File: src/rtl/wb_arb.sv
// wb_arb: register-file write-port arbiter, ALU first, with a 2-entry in-order load FIFO.
// Ports:
//   clk, rst_n                     clock, synchronous active-low reset
//   alu_valid, alu_rd, alu_data    ALU result offered this cycle (no backpressure)
//   ld_valid, ld_ready, ld_rd, ld_data   load result handshake
//   alu_stall                      upstream must hold alu_valid low next cycle
//   wren, rd_addr, reg_data        registered register-file write port
module wb_arb (
  input  logic        clk,
  input  logic        rst_n,
  input  logic        alu_valid,
  input  logic [4:0]  alu_rd,
  input  logic [31:0] alu_data,
  input  logic        ld_valid,
  output logic        ld_ready,
  input  logic [4:0]  ld_rd,
  input  logic [31:0] ld_data,
  output logic        alu_stall,
  output logic        wren,
  output logic [4:0]  rd_addr,
  output logic [31:0] reg_data
);
  logic [4:0]  rd_q [2];
  logic [31:0] dat_q [2];
  logic [1:0]  vld_q, vld_d, kill_m, pop_m, push_m;
  logic        rp_q, rp_d, wp_q, wp_d;
  logic [1:0]  cnt_q, cnt_d, lead, pops;
  logic        stall_q, wren_q, wren_d;
  logic [4:0]  rd_addr_q, rd_addr_d;
  logic [31:0] reg_data_q, reg_data_d;
  logic        alu_sel, occ0, occ1, ve0, ve1, fifo_wr, wi, push;

  assign alu_sel = alu_valid && alu_rd != 5'd0;
  assign occ0    = cnt_q != 2'd0;
  assign occ1    = cnt_q == 2'd2;
  assign kill_m  = {alu_sel && rd_q[1] == alu_rd, alu_sel && rd_q[0] == alu_rd};
  // An entry counts as valid only if a winning ALU write to the same rd does not supersede it.
  assign ve0     = occ0 && vld_q[rp_q] && !kill_m[rp_q];
  assign ve1     = occ1 && vld_q[~rp_q] && !kill_m[~rp_q];
  // Invalidated entries ahead of the first valid one are dropped for free.
  assign lead    = (occ0 && !ve0) ? ((occ1 && !ve1) ? 2'd2 : 2'd1) : 2'd0;
  assign fifo_wr = !alu_sel && (lead == 2'd0 ? ve0 : lead == 2'd1 ? ve1 : 1'b0);
  assign wi      = lead == 2'd0 ? rp_q : ~rp_q;
  assign pops    = lead + {1'b0, fifo_wr};
  assign ld_ready = rst_n && cnt_q != 2'd2;
  // A load targeting x0 or the same rd as the winning (younger) ALU result is accepted but dropped.
  assign push    = ld_valid && ld_ready && ld_rd != 5'd0 && !(alu_sel && ld_rd == alu_rd);
  assign pop_m   = pops == 2'd2 ? 2'b11 : pops == 2'd1 ? (rp_q ? 2'b10 : 2'b01) : 2'b00;
  assign push_m  = push ? (wp_q ? 2'b10 : 2'b01) : 2'b00;
  assign vld_d   = (vld_q & ~kill_m & ~pop_m) | push_m;
  assign cnt_d   = cnt_q - pops + {1'b0, push};
  assign rp_d    = rp_q ^ pops[0];
  assign wp_d    = wp_q ^ push;
  assign wren_d     = alu_sel || fifo_wr;
  assign rd_addr_d  = alu_sel ? alu_rd : fifo_wr ? rd_q[wi] : rd_addr_q;
  assign reg_data_d = alu_sel ? alu_data : fifo_wr ? dat_q[wi] : reg_data_q;

  always_ff @(posedge clk) begin
    if (!rst_n) begin
      vld_q      <= 2'b00;
      rp_q       <= 1'b0;
      wp_q       <= 1'b0;
      cnt_q      <= 2'd0;
      stall_q    <= 1'b0;
      wren_q     <= 1'b0;
      rd_addr_q  <= 5'd0;
      reg_data_q <= 32'd0;
      rd_q[0]    <= 5'd0;
      rd_q[1]    <= 5'd0;
      dat_q[0]   <= 32'd0;
      dat_q[1]   <= 32'd0;
    end else begin
      if (push) begin
        rd_q[wp_q]  <= ld_rd;
        dat_q[wp_q] <= ld_data;
      end
      vld_q      <= vld_d;
      rp_q       <= rp_d;
      wp_q       <= wp_d;
      cnt_q      <= cnt_d;
      stall_q    <= cnt_q == 2'd2 && vld_q == 2'b11;
      wren_q     <= wren_d;
      rd_addr_q  <= rd_addr_d;
      reg_data_q <= reg_data_d;
    end
  end

  assign alu_stall = stall_q;
  assign wren      = wren_q;
  assign rd_addr   = rd_addr_q;
  assign reg_data  = reg_data_q;
endmodule

File: config.mk
export PLATFORM = sky130hd
export DESIGN_NAME = wb_arb
export DESIGN_NICKNAME = d
export VERILOG_FILES = /design/src/rtl/wb_arb.sv
export SDC_FILE = /design/constraint.sdc
export NUM_CORES = 1
export LEC_CHECK = 0
export ABC_CLOCK_PERIOD_IN_PS = 8400
export BUFFER_PORTS_ARGS = -buffer_cell sky130_fd_sc_hd__buf_2
export CAP_MARGIN = 5
export CORE_AREA = 2 2 127 129
export CTS_CLUSTER_DIAMETER = 120
export DETAILED_ROUTE_END_ITERATION = 6
export DIE_AREA = 0 0 129 131
export PLACE_DENSITY = 0.55
export SYNTH_ARGS = -nofsm -noshare
export SYNTH_HDL_FRONTEND = slang
export SYNTH_SLANG_ARGS = --single-unit
File: constraint.sdc
create_clock -name clk -period 8.4 [get_ports clk]
set_clock_uncertainty 0.2 [all_clocks]
set_input_delay 1.68 -clock clk [delete_from_list [all_inputs] [get_ports clk]]
set_output_delay 1.68 -clock clk [all_outputs]
set_load 0.005 [all_outputs]
# Word level (Yosys, flattened, before mapping)

Memory sizes are Yosys's and may differ from the RTL's.
Cells that the tools add are included.

Output and inout bits: 40
Word-level logic and storage cells: 94
Flip-flop bits (word level): 45
Input bits: 78
Memories kept: 2
Bits in writable memories: 74

$lt $le $gt $ge: 2
$add $sub $neg: 3
Eq/ne operators: 9
Muxes and demuxes: 32
Bitwise logic cells: 8
Reductions and logical operators: 30

Memory list:

| memory | depth | bits a word | rd ports | clocked after memory_dff | wr ports | RTL line | text |
|---|---|---|---|---|---|---|---|
| dat_q  | 2     | 32          | 1        | 0                        | 2        | 24       | `logic [31:0] dat_q [2];` |
| rd_q   | 2     | 5           | 3        | 0                        | 2        | 23       | `logic [4:0] rd_q [2];` |

Operator list:

| kind               | number |
|---|---|
| $mux 32            | 3 |
| $reduce_or 32->1   | 1 |
| $mux 1             | 19 |
| $logic_and 1x1->1  | 16 |
| $eq 5x5->1         | 3 |
| $mux 5             | 3 |
| $mux 2             | 7 |
| $reduce_bool 5->1  | 2 |
| $eq 2x2->1 const B | 3 |
| $logic_not 1->1    | 6 |
| $reduce_or 5->1    | 1 |
| $add 2x1->2        | 2 |
| $and 2x2->2        | 2 |
| $eq 2x1->1 const B | 2 |
| $lt 1x2->1 const B | 2 |
| $not 2->2          | 2 |
| $reduce_bool 2->1  | 2 |
| $logic_not 2->1    | 1 |
| $ne 2x2->1 const B | 1 |
| $or 2x2->2         | 1 |
| $sub 2x2->2        | 1 |
| $xor 1x1->1        | 2 |
| $logic_or 1x1->1   | 1 |
| $not 1->1          | 1 |

# Longest topological paths before layout

Gate-level depths: netlist (run 1).

Depth after elaboration: 22
Mapped depth: 16
Depth with buffers taken out: 14

# Least setup slack after synthesis (run 1)

Ideal clock, no wire load.

Path type: in2reg
Start: input alu_rd[3]
End: memory dat_q[0][0], enable pin
Arrival: 5.757 ns
Stages: 7
Slack: 1.961 ns
Required time: 7.717 ns
Path through: or4_1 o21ai_4 nor4_1 nor2_1 clkbuf_1 inv_1 o21ai_0

RTL lines:

| element         | RTL line | text |
|---|---|---|
| start, declared | 12       | `input logic [4:0] alu_rd,` |
| end, declared   | 24       |  |

# Final worst setup path (run 1)

Start: input alu_rd[3]
End: register cnt_q[1]

Word-level cells in the longest chain between the ends: 18

RTL lines:

| element                                   | RTL line | text |
|---|---|---|
| $reduce_bool 5->1                         | 33       | `assign alu_sel = alu_valid && alu_rd != 5'd0;` |
| $logic_and 1x1->1                         | 33       |  |
| $logic_and 1x1->1                         | 36       | `assign kill_m = {alu_sel && rd_q[1] == alu_rd, alu_sel && rd_q[0] == alu_rd};` |
| $mux 1 (not written as such) (2 in a row) | 39       | `assign ve1 = occ1 && vld_q[~rp_q] && !kill_m[~rp_q];` |
| $logic_not 1->1                           | 39       |  |
| $logic_and 1x1->1                         | 39       |  |
| $logic_not 1->1                           | 41       | `assign lead = (occ0 && !ve0) ? ((occ1 && !ve1) ? 2'd2 : 2'd1) : 2'd0;` |
| $logic_and 1x1->1                         | 41       |  |
| $mux 2 (2 in a row)                       | 41       |  |
| $eq 2x1->1                                | 42       | `assign fifo_wr = !alu_sel && (lead == 2'd0 ? ve0 : lead == 2'd1 ? ve1 : 1'b0);` |
| $mux 1 (2 in a row)                       | 42       |  |
| $logic_and 1x1->1                         | 42       |  |
| $add 2x1->2                               | 44       | `assign pops = lead + {1'b0, fifo_wr};` |
| $sub 2x2->2                               | 51       | `assign cnt_d = cnt_q - pops + {1'b0, push};` |
| $add 2x1->2 (*)                           | 51       |  |
| end signal, assigned                      | 80       | `cnt_q <= cnt_d;` |
| end, declared                             | 27       | `logic [1:0] cnt_q, cnt_d, lead, pops;` |

Mark *: on every way between the ends. The rest lies on a longest branch, timed or not. The select of a mux whose other input is x is not followed.
A chain may end at the register's enable or synchronous reset.

==> summary.txt, run 1 <==
Run status
  – Run status: complete, no violations

Pwr
  – PwrDens: around 260 nW/um^2
  – Max VDD drop: 0.000155 V
  – Leakage power: 2.87 nW
  – Tot Pwr: between 1.5 and 2 mW

Floorplan
  – Top Ports: 118
  – Die width: 129 um
  – Die Y: 131 um
  – Initial Util: 34.4%
  – Floorplan row count: 46
  – Die ar.: 16900 um^2
  – Core ar.: 15600 um^2

Clock tree
  – Hold_buf cts: 0
  – Clock buffer count from CTS: 17
  – Clock Tree Root: clkbuf_16
  – Worst-skew pair later-pin latency: 0.41 ns
  – Clock slew at reported path FFs: approximately 0.050 ns
  – Setup bufs post-CTS: 0
  – Htree depth: 4
  – Clock sinks: about 120
  – CTS resizes: 0
  – CTS tree: yes
  – CTS max path bufs: 2

Worst setup path
  – CP endpoint kind: register
  – CP max FO: 34
  – Critical path required time: 8.50 ns
  – Critical path arrival: 5.85 ns
  – Worst setup path category: in2reg
  – Kind of start point of the critical path: primary input
  – Register-to-Register Path Depth: 14

Cells and area
  – Layout filler cell count: approximately 1500
  – Synth-to-layout area growth: 25.1%
  – Fin cells: 806
  – Ant diodes: 0
  – Commonest non-fill, non-tap cell in the layout: buf_2
  – Layout cell share with drive strength beyond 1: 28.1%
  – Fin nets: 660
  – Commonest cells after routing, fill and taps aside: buf_2 (117), and3_1 (79), edfxtp_1 (74)

Logic synthesis
  – Post-synth EDFFs: 74
  – Yosys cell types: 42
  – Syn nets: approximately 560
  – Post-synthesis cell count: 479
  – Synth Register Bits: 119
  – Yosys warns: 0
  – Mean Syn Cell Area: 11.2 um^2
  – Post-Synthesis Cell Area: 5360 um^2
  – Asr flop ratio synth: 0%
  – Sequential cell area fraction in the yosys report: 58.2%
  – Top_reg_cell synth: edfxtp_1

Placed design
  – Place WS: 2.15 ns
  – Number of port buffers: 117
  – Routability congestion estimate: 0.811
  – DP Cell Count: 774
  – Detailed-placement wirelength estimate: 9340 um

Route
  – Top sig layer: met4
  – WL/cell: around 18 um
  – Total wire length: 14500 um
  – Met1 Wirelength: 6630 um
  – Post-route DRC: 0
  – Met3 routed WL: roughly 520 um
  – DR vias/cell: ~5.3
  – Post-DRT Antenna Nets: 0
  – Met2 wire length: between 7000 and 8000 um
  – Total number of vias: 4262
  – DR pass1 iterations: 4
  – Iter 0 DRT Violations: 294

Timing
  – Slew Limit Fails: 0
  – Slew headroom: between 30% and 40%
  – Min cycle time layout: 5.74 ns
  – Final setup violation count: 0
  – Final TNS setup: 0 ns
  – RSZ-0062 raised after global routing: false
  – Final setup margin: about 2.7 ns
  – Fin crit share: 68.4%
  – Hold Fails Final Rpt: 0
  – FMAX: between 150 and 200 MHz
  – Min Hold Slack: 0.280 ns
  – Slew @ Worst Pin: 0.995 ns

Min path
  – Worst min path class: reg2reg
  – Worst Hold Path Cells: 2

GRT
  – First-pass GRT wire length: 22200 um
  – Pin count of the biggest net entering global routing: 78
  – Tot GR Track Use: 17.5%
  – Grt ovf: 0
  – Vias in the first global route: 4138
  – Initial antenna violation count: 0

Job
  – # Max-Cap Violations: 0
critical path, cell delays in order:
cell     delay [ns]
buf_2          0.14
or4_1          0.57
o21ai_4        0.60
o41a_2         0.32
mux2i_1        0.15
a21oi_4        0.81
and2_1         0.23
ha_1           0.28
ha_1           0.30
inv_1          0.04
ha_1           0.18
xnor2_1        0.16
xnor2_1        0.15
xnor2_1        0.07
and2_1         0.16
where the power goes:
| part | leakage, nW | internal, mW | switching, mW | total, mW |
|---|---|---|---|---|
| Sequential | 1.15 | 0.694 | 0.0400 | 0.734 |
| Clock | 0.290 | 0.450 | 0.262 | 0.711 |
| Combinational | 1.43 | 0.115 | 0.201 | 0.316 |
layout make-up:
class | instances | area, um^2 | share of cell area [%]
multi-input cells | 311 | 2080 | 30.9
clock buffers | 22 | 497 | 7.40
repair buffers | 124 | 638 | 9.51
flip-flops and latches | 119 | 3120 | 46.5
inverters | 4 | 15.0 | 0.224
well taps | 216 | 270 | 4.03
clock inverters | 10 | 92.6 | 1.38
flip-flops by register name (all words and copies together), names as in the netlist, 2 cells and up:
signal and flops:
cnt_q 2, dat_q 64, rd_addr 5, rd_q 10, reg_data 32, vld_q 2
per-layer routing:
metal,global-route usage [%],vias to the layer above
li1,-,2047
met1,22.9,2090
met2,27.9,111
met3,4.15,14
met4,7.42,0
met5,0,-
cell usage after synthesis, drive strengths merged, types with 2 or more instances:
master	count	area (um^2)
o31a	5	43.8
nand3	3	15.0
and2	6	37.5
o41ai	2	43.8
o41a	2	25.0
inv	4	15.0
o21ai	41	216
nor3	3	15.0
buf	16	86.3
edfxtp	74	2220
clkbuf	29	109
nor2b	2	12.5
dfxtp	45	901
a31oi	38	244
nand2	37	139
a21oi	2	13.8
nor2	14	52.6
o221ai	37	324
and3	79	494
ha	5	62.6
xnor2	13	114
xor2	6	52.6
o21a	2	15.0
or4	2	15.0
through the flow:
stage          cell area [um^2]  utilization, %
2_1_floorplan              5360               -
3_3_place_gp               6120            39.3
3_5_place_dp               6120            39.3
4_1_cts                    6710            43.0
5_1_grt                    6710            43.0
6_report                   6710            43.0
logic make-up after synthesis:
group	synth area share, %
AO/OA/AOI/OAI	18.0
XOR/XNOR	3.10
adder cells (fa/ha/maj)	1.17
buffers and inverters	3.92
flip-flops	58.2
multiplexers	0.397
AND/OR/NAND/NOR	15.2
path summary, 6_finish.rpt:
check                            start                         to  slack (ns)
min          reg_data[25]$_SDFFE_PN0P_  reg_data[25]$_SDFFE_PN0P_        0.28
min reg2reg  reg_data[25]$_SDFFE_PN0P_  reg_data[25]$_SDFFE_PN0P_        0.28
max reg2reg   rd_q[0][0]$_SDFFCE_PN0P_        cnt_q[1]$_SDFF_PN0_        4.44
max                          alu_rd[3]        cnt_q[1]$_SDFF_PN0_        2.66
No activity file was read; power rests on OpenSTA's default activity.
==> inputs of run 2 (changes only) <==
==> config.mk (replaced) <==
export PLATFORM = sky130hd
export DESIGN_NAME = wb_arb
export DESIGN_NICKNAME = d
export VERILOG_FILES = /design/src/rtl/wb_arb.sv
export SDC_FILE = /design/constraint.sdc
export NUM_CORES = 1
export LEC_CHECK = 0
export ABC_CLOCK_PERIOD_IN_PS = 5150
export BUFFER_PORTS_ARGS = -buffer_cell sky130_fd_sc_hd__buf_2
export CAP_MARGIN = 5
export CORE_AREA = 2 2 127 129
export CTS_CLUSTER_DIAMETER = 120
export DETAILED_ROUTE_END_ITERATION = 6
export DIE_AREA = 0 0 129 131
export PLACE_DENSITY = 0.57
export SYNTH_ARGS = -nofsm -noshare
export SYNTH_HDL_FRONTEND = slang
export SYNTH_SLANG_ARGS = --single-unit
==> constraint.sdc (replaced) <==
create_clock -name clk -period 5.15 [get_ports clk]
set_clock_uncertainty 0.2 [all_clocks]
set_input_delay 1.03 -clock clk [delete_from_list [all_inputs] [get_ports clk]]
set_output_delay 1.03 -clock clk [all_outputs]
set_load 0.005 [all_outputs]
==> run 2 against run 1 <==
Via count increased by 0.49%. Combinational power is 68% higher. Hold slack lost 0.0046 ns. Register-to-register slack got worse by 3.0 ns. First-iteration DRC count rose by 3.1%. Total power rose by 64%. Utilization rose by 0.19 points. Critical path type unchanged. Critical endpoint unchanged. Highest routed layer unchanged.
==> summary.txt, run 2 (synthesis gave the netlist of run 1 again) <==
Worst setup path
  – Critical path required time: 5.26 ns
  – Reg2reg start: rd_q[1][2]$_SDFFCE_PN0P_
  – CP endpoint kind: register
  – Critical path arrival: 4.17 ns
  – CP bufs+invs: 2
  – Critical path origin: alu_rd[3]
  – Critical path's top delay family: compound AO/OA/AOI/OAI gates
  – Setup crit end: cnt_q[1]$_SDFF_PN0_
  – Crit-path cells: buf_2 -> or4_1 -> o21ai_4 -> o41ai_2 -> nor3_1 -> a21oi_1 -> o2bb2ai_1 -> ha_1 -> ha_1 -> inv_1 -> ha_1 -> xnor2_1 -> xnor2_1 -> xnor2_1 -> and2_1
  – Stages on the worst setup path: 15
  – Kind of start point of the critical path: primary input
  – Slowest stage delay, CP: approximately 0.93 ns
  – Register-to-Register Path Depth: 14
  – Slowest cell on crit path: o41ai_2
  – CP max FO: 10
  – Reg-to-reg critical path endpoint: cnt_q[1]$_SDFF_PN0_
  – Reg2Reg Setup Slack: 1.48 ns
  – Worst setup path category: in2reg

Clock tree
  – Htree depth: 4
  – CTS resizes: 0
  – Worst-skew pair later-pin latency: 0.42 ns
  – CTS max path bufs: 2
  – Clock slew at reported path FFs: roughly 0.050 ns
  – CTS tree: yes
  – Clock Tree Root: clkbuf_16
  – Setup bufs post-CTS: 0
  – Hold_buf cts: 0
  – Clock sinks: approximately 120
  – Clock buffer count from CTS: 17

Route
  – Total wire length: 14400 um
  – Iter 0 DRT Violations: 303
  – WL/cell: 17.8 um
  – Post-route DRC: 0
  – Post-DRT Antenna Nets: 0
  – DR vias/cell: 5.29
  – Total number of vias: 4283
  – DR pass1 iterations: 4

Cells and area
  – Reg area: ~3100 um^2
  – Layout filler cell count: 1506
  – Fin cells: 809
  – Layout cell share with drive strength beyond 1: between 20% and 30%
  – Multi-input gate area: 2080 um^2
  – Largest register by flop count: dat_q
  – Synth-to-layout area growth: 25.7%
  – Fin nets: about 660
  – Post-route design area: 6740 um^2
  – Ant diodes: 0
  – Commonest non-fill, non-tap cell in the layout: buf_2
  – Commonest cells after routing, fill and taps aside: buf_2 (117), and3_1 (79), edfxtp_1 (74)
  – Largest register FFs: 64

Placed design
  – DP Cell Count: 777
  – Routability congestion estimate: 0.853
  – Post-Place Cell Area: 6170 um^2
  – Number of port buffers: 117
  – Detailed-placement wirelength estimate: around 9000 um

Job
  – # Max-Cap Violations: 0

GRT
  – GR peak layer: met2
  – Met3 GRT Util: 3.95%
  – Vias in the first global route: 4160
  – Grt ovf: 0
  – Tot GR Track Use: 17.4%
  – Initial antenna violation count: 0
  – Met2 usage: 28.6%
  – First-pass GRT wire length: ~22000 um
  – Met1 GRT Util: 22.0%
  – Pin count of the biggest net entering global routing: 77

Timing
  – Fin crit share: 78.9%
  – Slew @ Worst Pin: ~1.1 ns
  – FMAX: ~250 MHz
  – Hold Fails Final Rpt: 0
  – Slew headroom: between 20% and 30%
  – RSZ-0062 raised after global routing: false
  – Final setup violation count: 0
  – Min Hold Slack: 0.275 ns
  – Min cycle time layout: 4.06 ns
  – Slew Limit Fails: 0

Floorplan
  – Die Y: approximately 130 um
  – Core ar.: about 16000 um^2
  – Top Ports: ~120
  – Die ar.: 16900 um^2
  – Die width: ~130 um
  – Initial Util: 34.4%
  – Floorplan row count: 46

Pwr
  – Max VDD drop: 0.000271 V
  – Leakage power: roughly 2.9 nW
  – PwrDens: about 430 nW/um^2

Min path
  – Min-delay src: reg_data[26]$_SDFFE_PN0P_
  – Worst min path class: reg2reg

Run status
  – Run status: complete, no violations
## run 2: cell type report
type	count	share of cell area, %
sequential	119	46.3
multi-input combinational	311	30.8
timing repair buffer	127	10.2
clock buffer	21	6.53
tap	216	4.01
clock inverter	11	1.95
inverter	4	0.223
## run 2: per-stage QoR
stage	TNS, ns	worst slack, ns	power, mW	utilization, %
global placement	0	0.741	1.73	39.6
CTS	0	1.09	2.91	43.2
global route	0	0.848	3.01	43.2
finish	0	1.09	2.88	43.2
floorplan	-47.30	-0.639	1.55	-
detailed placement	0	0.649	1.75	39.6
## run 2: tightest hold or removal path, cell delays in order, from the launching register on
cell,delay (ns)
dfxtp_1,0.30
nand2_1,0.05
a31oi_1,0.07
## run 2: worst min path at each step
stage / slack, ns / cells past startpoint / endpoint
final: 0.27 / 2 / reg_data[26]$_SDFFE_PN0P_
after global routing: 0.29 / 2 / reg_data[3]$_SDFFE_PN0P_
after CTS: 0.27 / 2 / reg_data[3]$_SDFFE_PN0P_
after detailed placement: 0.26 / 2 / reg_data[17]$_SDFFE_PN0P_
after global placement: 0.26 / 2 / reg_data[25]$_SDFFE_PN0P_
after floorplan: 0.25 / 2 / alu_stall$_SDFF_PN0_
## run 2: power by group
group | internal [mW] | leakage [nW] | switching, mW | total, mW
combinational | 0.194 | 1.45 | 0.336 | 0.530
clock | 0.751 | 0.273 | 0.406 | 1.16
sequential | 1.13 | 1.15 | 0.0649 | 1.20
total | 2.08 | 2.87 | 0.807 | 2.88
## run 2: layer usage
layer  vias to the layer above  part of all wire (%)
met5                         -                     0
li1                       2054                     -
met4                         0                   1.7
met3                        18                   5.2
met1                      2083                    45
met2                       128                    48
